### src/rtl/l2todr_req_fifo_if.sv
// Valid/retry request channel for the L2-to-directory request queue.
// The upstream (arbiter) side and the downstream (directory) side share one
// bundle; the queue itself connects through the slave modport.
interface l2todr_req_fifo_if #(
  parameter int unsigned WIDTH = 64
) ();
  logic             in_valid;
  logic             in_retry;
  logic [WIDTH-1:0] in_data;
  logic             out_valid;
  logic             out_retry;
  logic [WIDTH-1:0] out_data;

  // Queue side: accepts requests, presents the head toward the directory.
  modport slave (
    input  in_valid, in_data, out_retry,
    output in_retry, out_valid, out_data
  );

  // Environment side: arbiter drives requests, directory drives back-pressure.
  modport master (
    output in_valid, in_data, out_retry,
    input  in_retry, out_valid, out_data
  );
endinterface

### src/rtl/l2todr_req_fifo.sv
// Elastic valid/retry queue between the L2-to-directory arbiter and the
// directory request input. Strict FIFO order, opaque payload, no bypass.
// Exports occupancy, high-water mark and a saturating stall counter.
module l2todr_req_fifo #(
  parameter int unsigned WIDTH = 64,
  parameter int unsigned DEPTH = 4,
  parameter int unsigned CNTW  = 16
) (
  input  logic                             clk,
  input  logic                             reset,
  l2todr_req_fifo_if.slave                 bus,
  output logic [$clog2(DEPTH+1)-1:0]       occupancy,
  output logic [$clog2(DEPTH+1)-1:0]       high_water,
  output logic [CNTW-1:0]                  stall_cnt
);
  localparam int unsigned PW = $clog2(DEPTH);
  localparam int unsigned OW = $clog2(DEPTH + 1);

  logic [WIDTH-1:0] r_mem [DEPTH];
  logic [PW-1:0]    r_wr_ptr;
  logic [PW-1:0]    r_rd_ptr;
  logic [OW-1:0]    r_occ;
  logic [OW-1:0]    r_hw;
  logic [CNTW-1:0]  r_stall;

  logic             w_full;
  logic             w_empty;
  logic             w_push;
  logic             w_pop;
  logic [OW-1:0]    w_occ_next;

  // Handshake decode; full/empty come from registered occupancy only, so a
  // full queue refuses a push even when the head pops in the same cycle.
  always_comb begin
    w_full     = (r_occ == OW'(DEPTH));
    w_empty    = (r_occ == '0);
    w_push     = bus.in_valid && !w_full;
    w_pop      = !w_empty && !bus.out_retry;
    w_occ_next = r_occ + OW'(w_push) - OW'(w_pop);
  end

  assign bus.in_retry  = w_full;
  assign bus.out_valid = !w_empty;
  assign bus.out_data  = r_mem[r_rd_ptr];
  assign occupancy     = r_occ;
  assign high_water    = r_hw;
  assign stall_cnt     = r_stall;

  // Payload storage; deliberately not cleared by reset.
  always_ff @(posedge clk) begin
    if (w_push) begin
      r_mem[r_wr_ptr] <= bus.in_data;
    end
  end

  // Pointers, occupancy and statistics.
  always_ff @(posedge clk) begin
    if (reset) begin
      r_wr_ptr <= '0;
      r_rd_ptr <= '0;
      r_occ    <= '0;
      r_hw     <= '0;
      r_stall  <= '0;
    end else begin
      if (w_push) r_wr_ptr <= r_wr_ptr + PW'(1);
      if (w_pop)  r_rd_ptr <= r_rd_ptr + PW'(1);
      r_occ <= w_occ_next;
      if (w_occ_next > r_hw) r_hw <= w_occ_next;
      if (!w_empty && bus.out_retry && (r_stall != '1)) begin
        r_stall <= r_stall + CNTW'(1);
      end
    end
  end

  // Structural invariants of the queue.
  a_occ_range: assert property (@(posedge clk) disable iff (reset)
    r_occ <= OW'(DEPTH));
  a_no_pop_empty: assert property (@(posedge clk) disable iff (reset)
    w_pop |-> !w_empty);
  a_no_push_full: assert property (@(posedge clk) disable iff (reset)
    w_push |-> !w_full);
endmodule
### src/flat_wrapper.sv
// flat-port wrapper written by rule: the top's interface ports become plain ports
module l2todr_req_fifo_flat 
#(
  parameter int unsigned WIDTH = 64,
  parameter int unsigned DEPTH = 4,
  parameter int unsigned CNTW  = 16
)
  (clk, reset, occupancy, high_water, stall_cnt, bus_in_valid, bus_in_data, bus_out_retry, bus_in_retry, bus_out_valid, bus_out_data);
  l2todr_req_fifo_if #(.WIDTH(WIDTH)) bus_i ();
  input  logic clk;
  input  logic reset;
  output logic [$clog2(DEPTH+1)-1:0] occupancy;
  output logic [$clog2(DEPTH+1)-1:0] high_water;
  output logic [CNTW-1:0] stall_cnt;
  input wire logic [$bits(bus_i.in_valid)-1:0] bus_in_valid;
  input wire logic [$bits(bus_i.in_data)-1:0] bus_in_data;
  input wire logic [$bits(bus_i.out_retry)-1:0] bus_out_retry;
  output wire logic [$bits(bus_i.in_retry)-1:0] bus_in_retry;
  output wire logic [$bits(bus_i.out_valid)-1:0] bus_out_valid;
  output wire logic [$bits(bus_i.out_data)-1:0] bus_out_data;
  assign bus_i.in_valid = bus_in_valid;
  assign bus_i.in_data = bus_in_data;
  assign bus_i.out_retry = bus_out_retry;
  assign bus_in_retry = bus_i.in_retry;
  assign bus_out_valid = bus_i.out_valid;
  assign bus_out_data = bus_i.out_data;
  l2todr_req_fifo #(.WIDTH(WIDTH), .DEPTH(DEPTH), .CNTW(CNTW)) u_core (.clk(clk), .reset(reset), .bus(bus_i), .occupancy(occupancy), .high_water(high_water), .stall_cnt(stall_cnt));
endmodule
### config.mk
export PLATFORM = sky130hd
export DESIGN_NAME = l2todr_req_fifo_flat
export DESIGN_NICKNAME = d
export VERILOG_FILES = /design/src/rtl/l2todr_req_fifo_if.sv /design/src/rtl/l2todr_req_fifo.sv /design/src/flat_wrapper.sv
export SDC_FILE = /design/constraint.sdc
export NUM_CORES = 1
export LEC_CHECK = 0
export ABC_AREA = 1
export BUFFER_PORTS_ARGS = -buffer_cell sky130_fd_sc_hd__buf_2
export CAP_MARGIN = 20
export CORE_MARGIN = 3
export CORE_UTILIZATION = 50
export CTS_BUF_LIST = sky130_fd_sc_hd__clkbuf_8
export CTS_CLUSTER_DIAMETER = 50
export CTS_CLUSTER_SIZE = 10
export DETAILED_ROUTE_END_ITERATION = 10
export PLACE_DENSITY = 0.72
export SLEW_MARGIN = 20
export SYNTH_ARGS = -nofsm -noshare
export SYNTH_HDL_FRONTEND = slang
export SYNTH_SLANG_ARGS = --single-unit
### constraint.sdc
create_clock -name clk -period 9.6 [get_ports clk]
set_input_delay 0.48 -clock clk [delete_from_list [all_inputs] [get_ports clk]]
set_output_delay 0.48 -clock clk [all_outputs]
set_load 0.01 [all_outputs]
# ---- After elaboration in Yosys (flattened, before gate mapping)
# Memories as Yosys holds them, arrays and structs flattened. A register that Yosys moved wholly into a read port is not among the register bits.
# Index checks and enable logic that the tools add are counted.
dict set report word_totals {
  register_bits 26
  ramBits 256
  in_bits 68
  output_inout_bits 88
  word_cells 26
  n_memories 1
}
# memory words width read_ports rd_clocked_by_memory_dff wr line
set mem_list {}
lappend mem_list {u_core.r_mem 4 64 1 1 1 l2todr_req_fifo.sv:19} ;# logic [WIDTH-1:0] r_mem [DEPTH];
dict set report op_classes {
  add_sub_neg 5
  n_lt_le_gt_ge 1
  n_eq_ne 2
  muxes 4
  reduce_logical 8
}
# cell count
set ops {}
lappend ops {{$add A16 B1 Y16 const B} 1}
lappend ops {{$ne A16 B16 Y1 const B} 1}
lappend ops {{$add A2 B1 Y2 const B} 2}
lappend ops {{$logic_and A1 B1 Y1} 4}
lappend ops {{$mux W2} 2}
lappend ops {{$add A3 B1 Y3} 1}
lappend ops {{$eq A3 B3 Y1 const B} 1}
lappend ops {{$gt A3 B3 Y1} 1}
lappend ops {{$logic_not A1 Y1} 3}
lappend ops {{$logic_not A3 Y1} 1}
lappend ops {{$sub A3 B1 Y3} 1}
lappend ops {{$mux W1} 2}

# ---- Longest topological paths before layout
dict set report logic_depth {
  ltp_word 6
  ltp_mapped 17
  ltp_nobuf 17
}

# ---- Worst setup path before layout
# Ideal clock, no wire load.
dict set report synth_path {
  kind {reg-to-reg}
  start {reg u_core.r_occ[1] (netlist: u_core.occupancy[1])}
  end {mem u_core.r_mem[0][0], enable pin}
  setup_ns 0.487
  arrival_time_ns 3.510
  t_required_ns 9.113
  path_slack_ns 5.604
  path_stages_with_launch 5
  path_buffers 0
  synth_period_minus_slack_ns 3.996
  path_cell_list {dfxtp_1 nor2_1 nand2_1 nand2_1 nor2_1}
}
dict set report synth_between {
  elab_chain_cells 5
}
# item line
set synth_lines {}
lappend synth_lines {{from (decl)} l2todr_req_fifo.sv:22} ;# logic [OW-1:0] r_occ;
lappend synth_lines {{from (signal assigned)} l2todr_req_fifo.sv:67} ;# r_occ <= w_occ_next;
lappend synth_lines {{$eq A3 B3 Y1} l2todr_req_fifo.sv:35} ;# w_full = (r_occ == OW'(DEPTH));
lappend synth_lines {{$logic_not A1 Y1} l2todr_req_fifo.sv:37} ;# w_push = bus.in_valid && !w_full;
lappend synth_lines {{$logic_and A1 B1 Y1} l2todr_req_fifo.sv:37}
lappend synth_lines {{$mux W1} l2todr_req_fifo.sv:51} ;# if (w_push) begin
lappend synth_lines {{$mux W1 (implied by the code)} l2todr_req_fifo.sv:52} ;# r_mem[r_wr_ptr] <= bus.in_data;
lappend synth_lines {{to (decl)} l2todr_req_fifo.sv:19}
# No other way between the ends.

# ---- Worst setup path in the final report
dict set report layout_path {
  start {reg u_core.r_occ[1] (netlist: u_core.occupancy[1])}
  end {reg u_core.r_hw[0] (netlist: u_core.high_water[0])}
}
dict set report layout_between {
  word_cells_on_any_way 9
  classes_between {add/sub: 2; order compare: 1; eq/ne: 1; reduce/logical: 5}
}
# item line
set layout_lines {}
lappend layout_lines {{$logic_not A3 Y1} l2todr_req_fifo.sv:36} ;# w_empty = (r_occ == '0);
lappend layout_lines {{$logic_not A1 Y1} l2todr_req_fifo.sv:38} ;# w_pop = !w_empty && !bus.out_retry;
lappend layout_lines {{$logic_and A1 B1 Y1} l2todr_req_fifo.sv:38}
lappend layout_lines {{named net u_core.w_pop} l2todr_req_fifo.sv:29} ;# logic w_pop;
lappend layout_lines {{$sub A3 B1 Y3} l2todr_req_fifo.sv:39} ;# w_occ_next = r_occ + OW'(w_push) - OW'(w_pop);
lappend layout_lines {{named net u_core.w_occ_next[2]} l2todr_req_fifo.sv:30} ;# logic [OW-1:0] w_occ_next;
lappend layout_lines {{$gt A3 B3 Y1} l2todr_req_fifo.sv:68} ;# if (w_occ_next > r_hw) r_hw <= w_occ_next;
lappend layout_lines {{to (signal assigned)} l2todr_req_fifo.sv:68}
lappend layout_lines {{to (decl)} l2todr_req_fifo.sv:23} ;# logic [OW-1:0] r_hw;
# The timed path passes the listed nets, and every way through them passes these cells.
# A chain may end at the register's enable or synchronous reset.

==> impl_metrics.csv <==
group,metric,value,unit
synth,synth_top_family_by_area,"compound AO/OA/AOI/OAI gates",
synth,synth.net_count,933,
worst_setup_path,crit_family,"adder cells",
timing,period_minus_slack,3.20,ns
synth,synth_top_area_cell,"edfxtp_1",
worst_setup_path,reg2reg_from,"u_core.occupancy[1]",
worst_setup_path,crit_path_cell_trace,"nor2_1 -> a21oi_1 -> ha_1 -> inv_1 -> ha_1 -> inv_1 -> fa_1 -> inv_1 -> xor2_1 -> inv_1 -> ha_1 -> a21oi_1 -> nand2_1 -> nand2_1 -> inv_1 -> o21ai_0 -> a21oi_1",
routing,drc,0,
clock_tree,clk_latency,0.52,ns
worst_setup_path,slowest_stage,"dfxtp_1",
final_layout,syn_to_final_growth,14.9,%
worst_setup_path,critPathLaunchType,"register",
flow_run,drv_cap,0,
worst_setup_path,cpPeakStageDelay,0.43,ns
timing,report.final.slew_viol_count,0,
clock_tree,cts_hold_buf,0,
timing,rsz0062_at_grt,"no",
routing,drtIter0Drc,406,
timing,setup_viol,0,
routing,drt-total-wl,22800,um
floorplanning,initial_utilization,51.6,%
global_routing,groute.usage.overall,18.7,%
synth,syn_area,11000,um^2
worst_hold_path,whs_path_depth,1,
synth,synthMuxAreaShare,0,%
worst_setup_path,crit_type,"reg -> reg",
worst_setup_path,r2r_cells,17,
clock_tree,cts_buffer_depth,3,
power,leakage,4.58,nW
synth,synthSimpleGateAreaFrac,9.37,%
worst_setup_path,crit_buf_inv,5,
floorplanning,ios,156,
global_routing,grt_pass1_wl,35700,um
routing,wl_per_cell,17.5,um
global_routing,grt_overflow_total,0,
synth,yosysUniqueCellTypes,29,
routing,postRouteAntennaNets,0,
final_layout,seq_area,8250,um^2
floorplanning,row_count,53,
placement,post-dp-hpwl,13000,um
global_routing,antenna_found_initial,7,
worst_setup_path,r2r_end,"u_core.high_water[0]",
routing,vias_per_cell,5.40,
power,ir_worst_vdd,0.194,mV
placement,place.port_buffers,155,
clock_tree,clk_pin_slew_worst_paths,0.07,ns
clock_tree,clkSinkCount,284,
floorplanning,dieHeight,154,um
worst_setup_path,crit_top_cell,"inv_1",
timing,skew,0.0152,ns
worst_hold_path,hold_path_end,"u_core.r_mem[0][63]",
clock_tree,postCtsSetupRepairBufs,0,
timing,hold_viol,0,
synth,synth_top_area_share,69.7,%
global_routing,grt_pass1_vias,6861,
final_layout,drive_gt1_share,22.2,%
worst_setup_path,end_kind,"register",
synth,synth_warnings,0,
synth,synth.avg_cell_area,12.9,um^2
worst_setup_path,crit_required,10.00,ns
synth,synthAdderAreaFrac,1.32,%
final_layout,multiInputGateArea,2480,um^2
floorplanning,fp.dieArea,23900,um^2
clock_tree,cts_buffers,35,
synth,synthTopCellsByArea,"edfxtp_1, o21ai_0, nor2_1",
worst_hold_path,hp-start,"bus_in_data[63]",
clock_tree,cts_max_level,2,
clock_tree,cts_tree,"yes",
worst_hold_path,hp-class,"in -> reg",
timing,max_clock_freq,0.312,GHz
timing,tightest_slew,1.04,ns
worst_setup_path,reg2reg_slack,6.40,ns
timing,max_slew_margin,30.7,%
synth,ys_seq_area_share,74.8,%
synth,synth_xor_area_share,0.318,%
clock_tree,cts_root_buffer,"clkbuf_8",
routing,dr.pass1.iters,5,
floorplanning,core,21400,um^2
timing,fin_crit_sh,33.4,%
worst_setup_path,cp.arrival,3.60,ns
synth,synth_compound_area_share,11.2,%
global_routing,grt_max_degree,107,
placement,gp_congestion,0.799,
final_layout,nNetsFinal,1090,
final_layout,fillers,1723,
worst_setup_path,worst-path-max-fanout,5,
routing,dr_total_vias,7042,
synth,synth_seq_cells,284,
power,powerDensity,242,nW/um^2
clock_tree,cts_resized,0,
timing,fin_tns_setup,0,ns
outcome,outcome,"completed",
synth,postSynthCellCount,854,
power,finalPower,0.00307,W
floorplanning,die_w,154,um
placed cells by master, fill, tap and decap left out:
| cell type | n |
|---|---|
| nand4_4 | 1 |
| bufinv_16 | 1 |
| nand4_1 | 3 |
| o22ai_1 | 64 |
| buf_2 | 155 |
| a21boi_4 | 1 |
| ha_1 | 10 |
| nand3_2 | 1 |
| xnor2_1 | 1 |
| fa_1 | 1 |
| nand3_1 | 16 |
| clkbuf_8 | 35 |
| inv_4 | 2 |
| buf_12 | 1 |
| dfxtp_4 | 1 |
| o21ai_0 | 135 |
| nor2_4 | 8 |
| inv_1 | 41 |
| o21ai_1 | 2 |
| diode_2 | 2 |
| xor2_1 | 3 |
| a21oi_2 | 1 |
| nand2_1 | 51 |
| clkinv_1 | 1 |
| inv_2 | 3 |
| buf_4 | 8 |
| clkinvlp_4 | 4 |
| dfxtp_1 | 26 |
| nand3b_1 | 1 |
| nor2_1 | 165 |
| dfxtp_2 | 1 |
| o21ai_4 | 1 |
| nor2_2 | 2 |
| edfxtp_1 | 256 |
| nand2_2 | 2 |
| a21oi_1 | 22 |
layout make-up:
type,count,area share (%)
multi-input combinational,491,19.6
sequential,284,65.2
inverter,35,1.06
antenna,2,0.0395
clock buffer,35,3.80
tap,275,2.72
clock inverter,17,0.850
timing repair buffer,164,6.76
per-stage QoR:
step,cells,instance area (um^2),util [%],hold WS [ns],setup slack [ns]
detailed placement,1248,12100,56.4,0.458,6.44
floorplan,854,11000,-,0.436,5.60
finish,1303,12700,59.3,0.168,6.40
global route,1303,12700,59.3,0.140,6.00
global placement,1248,12100,56.4,0.448,6.52
CTS,1300,12600,59.2,0.134,6.32
how the worst max path moves through the flow:
stage | depth (start not counted) | start | endpoint
after floorplan | 4 | u_core.occupancy[1] | u_core.r_mem[0][0]
after global placement | 17 | bus_out_retry | u_core.high_water[2]
after detailed placement | 17 | bus_out_retry | u_core.high_water[0]
after CTS | 6 | register | bus_out_data[6]
after global routing | 17 | u_core.occupancy[1] | u_core.high_water[0]
final | 17 | u_core.occupancy[1] | u_core.high_water[0]
sequential cells by signal, summed over array words and instances (netlist names), named ones only:
signal and cells:
u_core.high_water 3, u_core.occupancy 3, u_core.r_mem 256, u_core.r_rd_ptr 2, u_core.r_wr_ptr 2, u_core.stall_cnt 16
synth_stat cells:
master	n
a21boi_4	1
a21oi_1	22
a21oi_2	1
buf_2	9
buf_4	2
buf_6	1
clkbuf_1	32
dfxtp_1	28
edfxtp_1	256
fa_1	1
ha_1	10
inv_1	31
inv_2	4
nand2_1	51
nand2_2	2
nand3_1	16
nand3_2	1
nand3b_1	1
nand4_1	3
nand4_4	1
nor2_1	169
nor2_2	2
nor2_4	4
o21ai_0	135
o21ai_1	2
o21ai_4	1
o22ai_1	64
xnor2_1	1
xor2_1	3
report_power, final:
group,switching [W],leakage [nW],internal [W]
combinational,0.000516,1.68,0.000254
sequential,0.0000469,2.57,0.00149
clock,0.000400,0.326,0.000365
kinds of logic (layout without fill, tap and decap cells):
family	after synthesis	in the layout
other	0	2
AOI/OAI and AO/OA	226	226
xor gates and xnor gates	4	4
buffers and inverters	79	251
DFF	284	284
and+or+nand+nor	250	250
adders and majority gates	11	11
per-layer routing:
layer / up-vias / track usage (%) / share of wire, %
met5: - / 0 / 0.25
met4: 10 / 6.22 / 2.6
met3: 52 / 5.26 / 7.1
met2: 197 / 29.7 / 47
met1: 3375 / 25.2 / 43
li1: 3408 / - / -
Power figures use the tool's default switching activity.
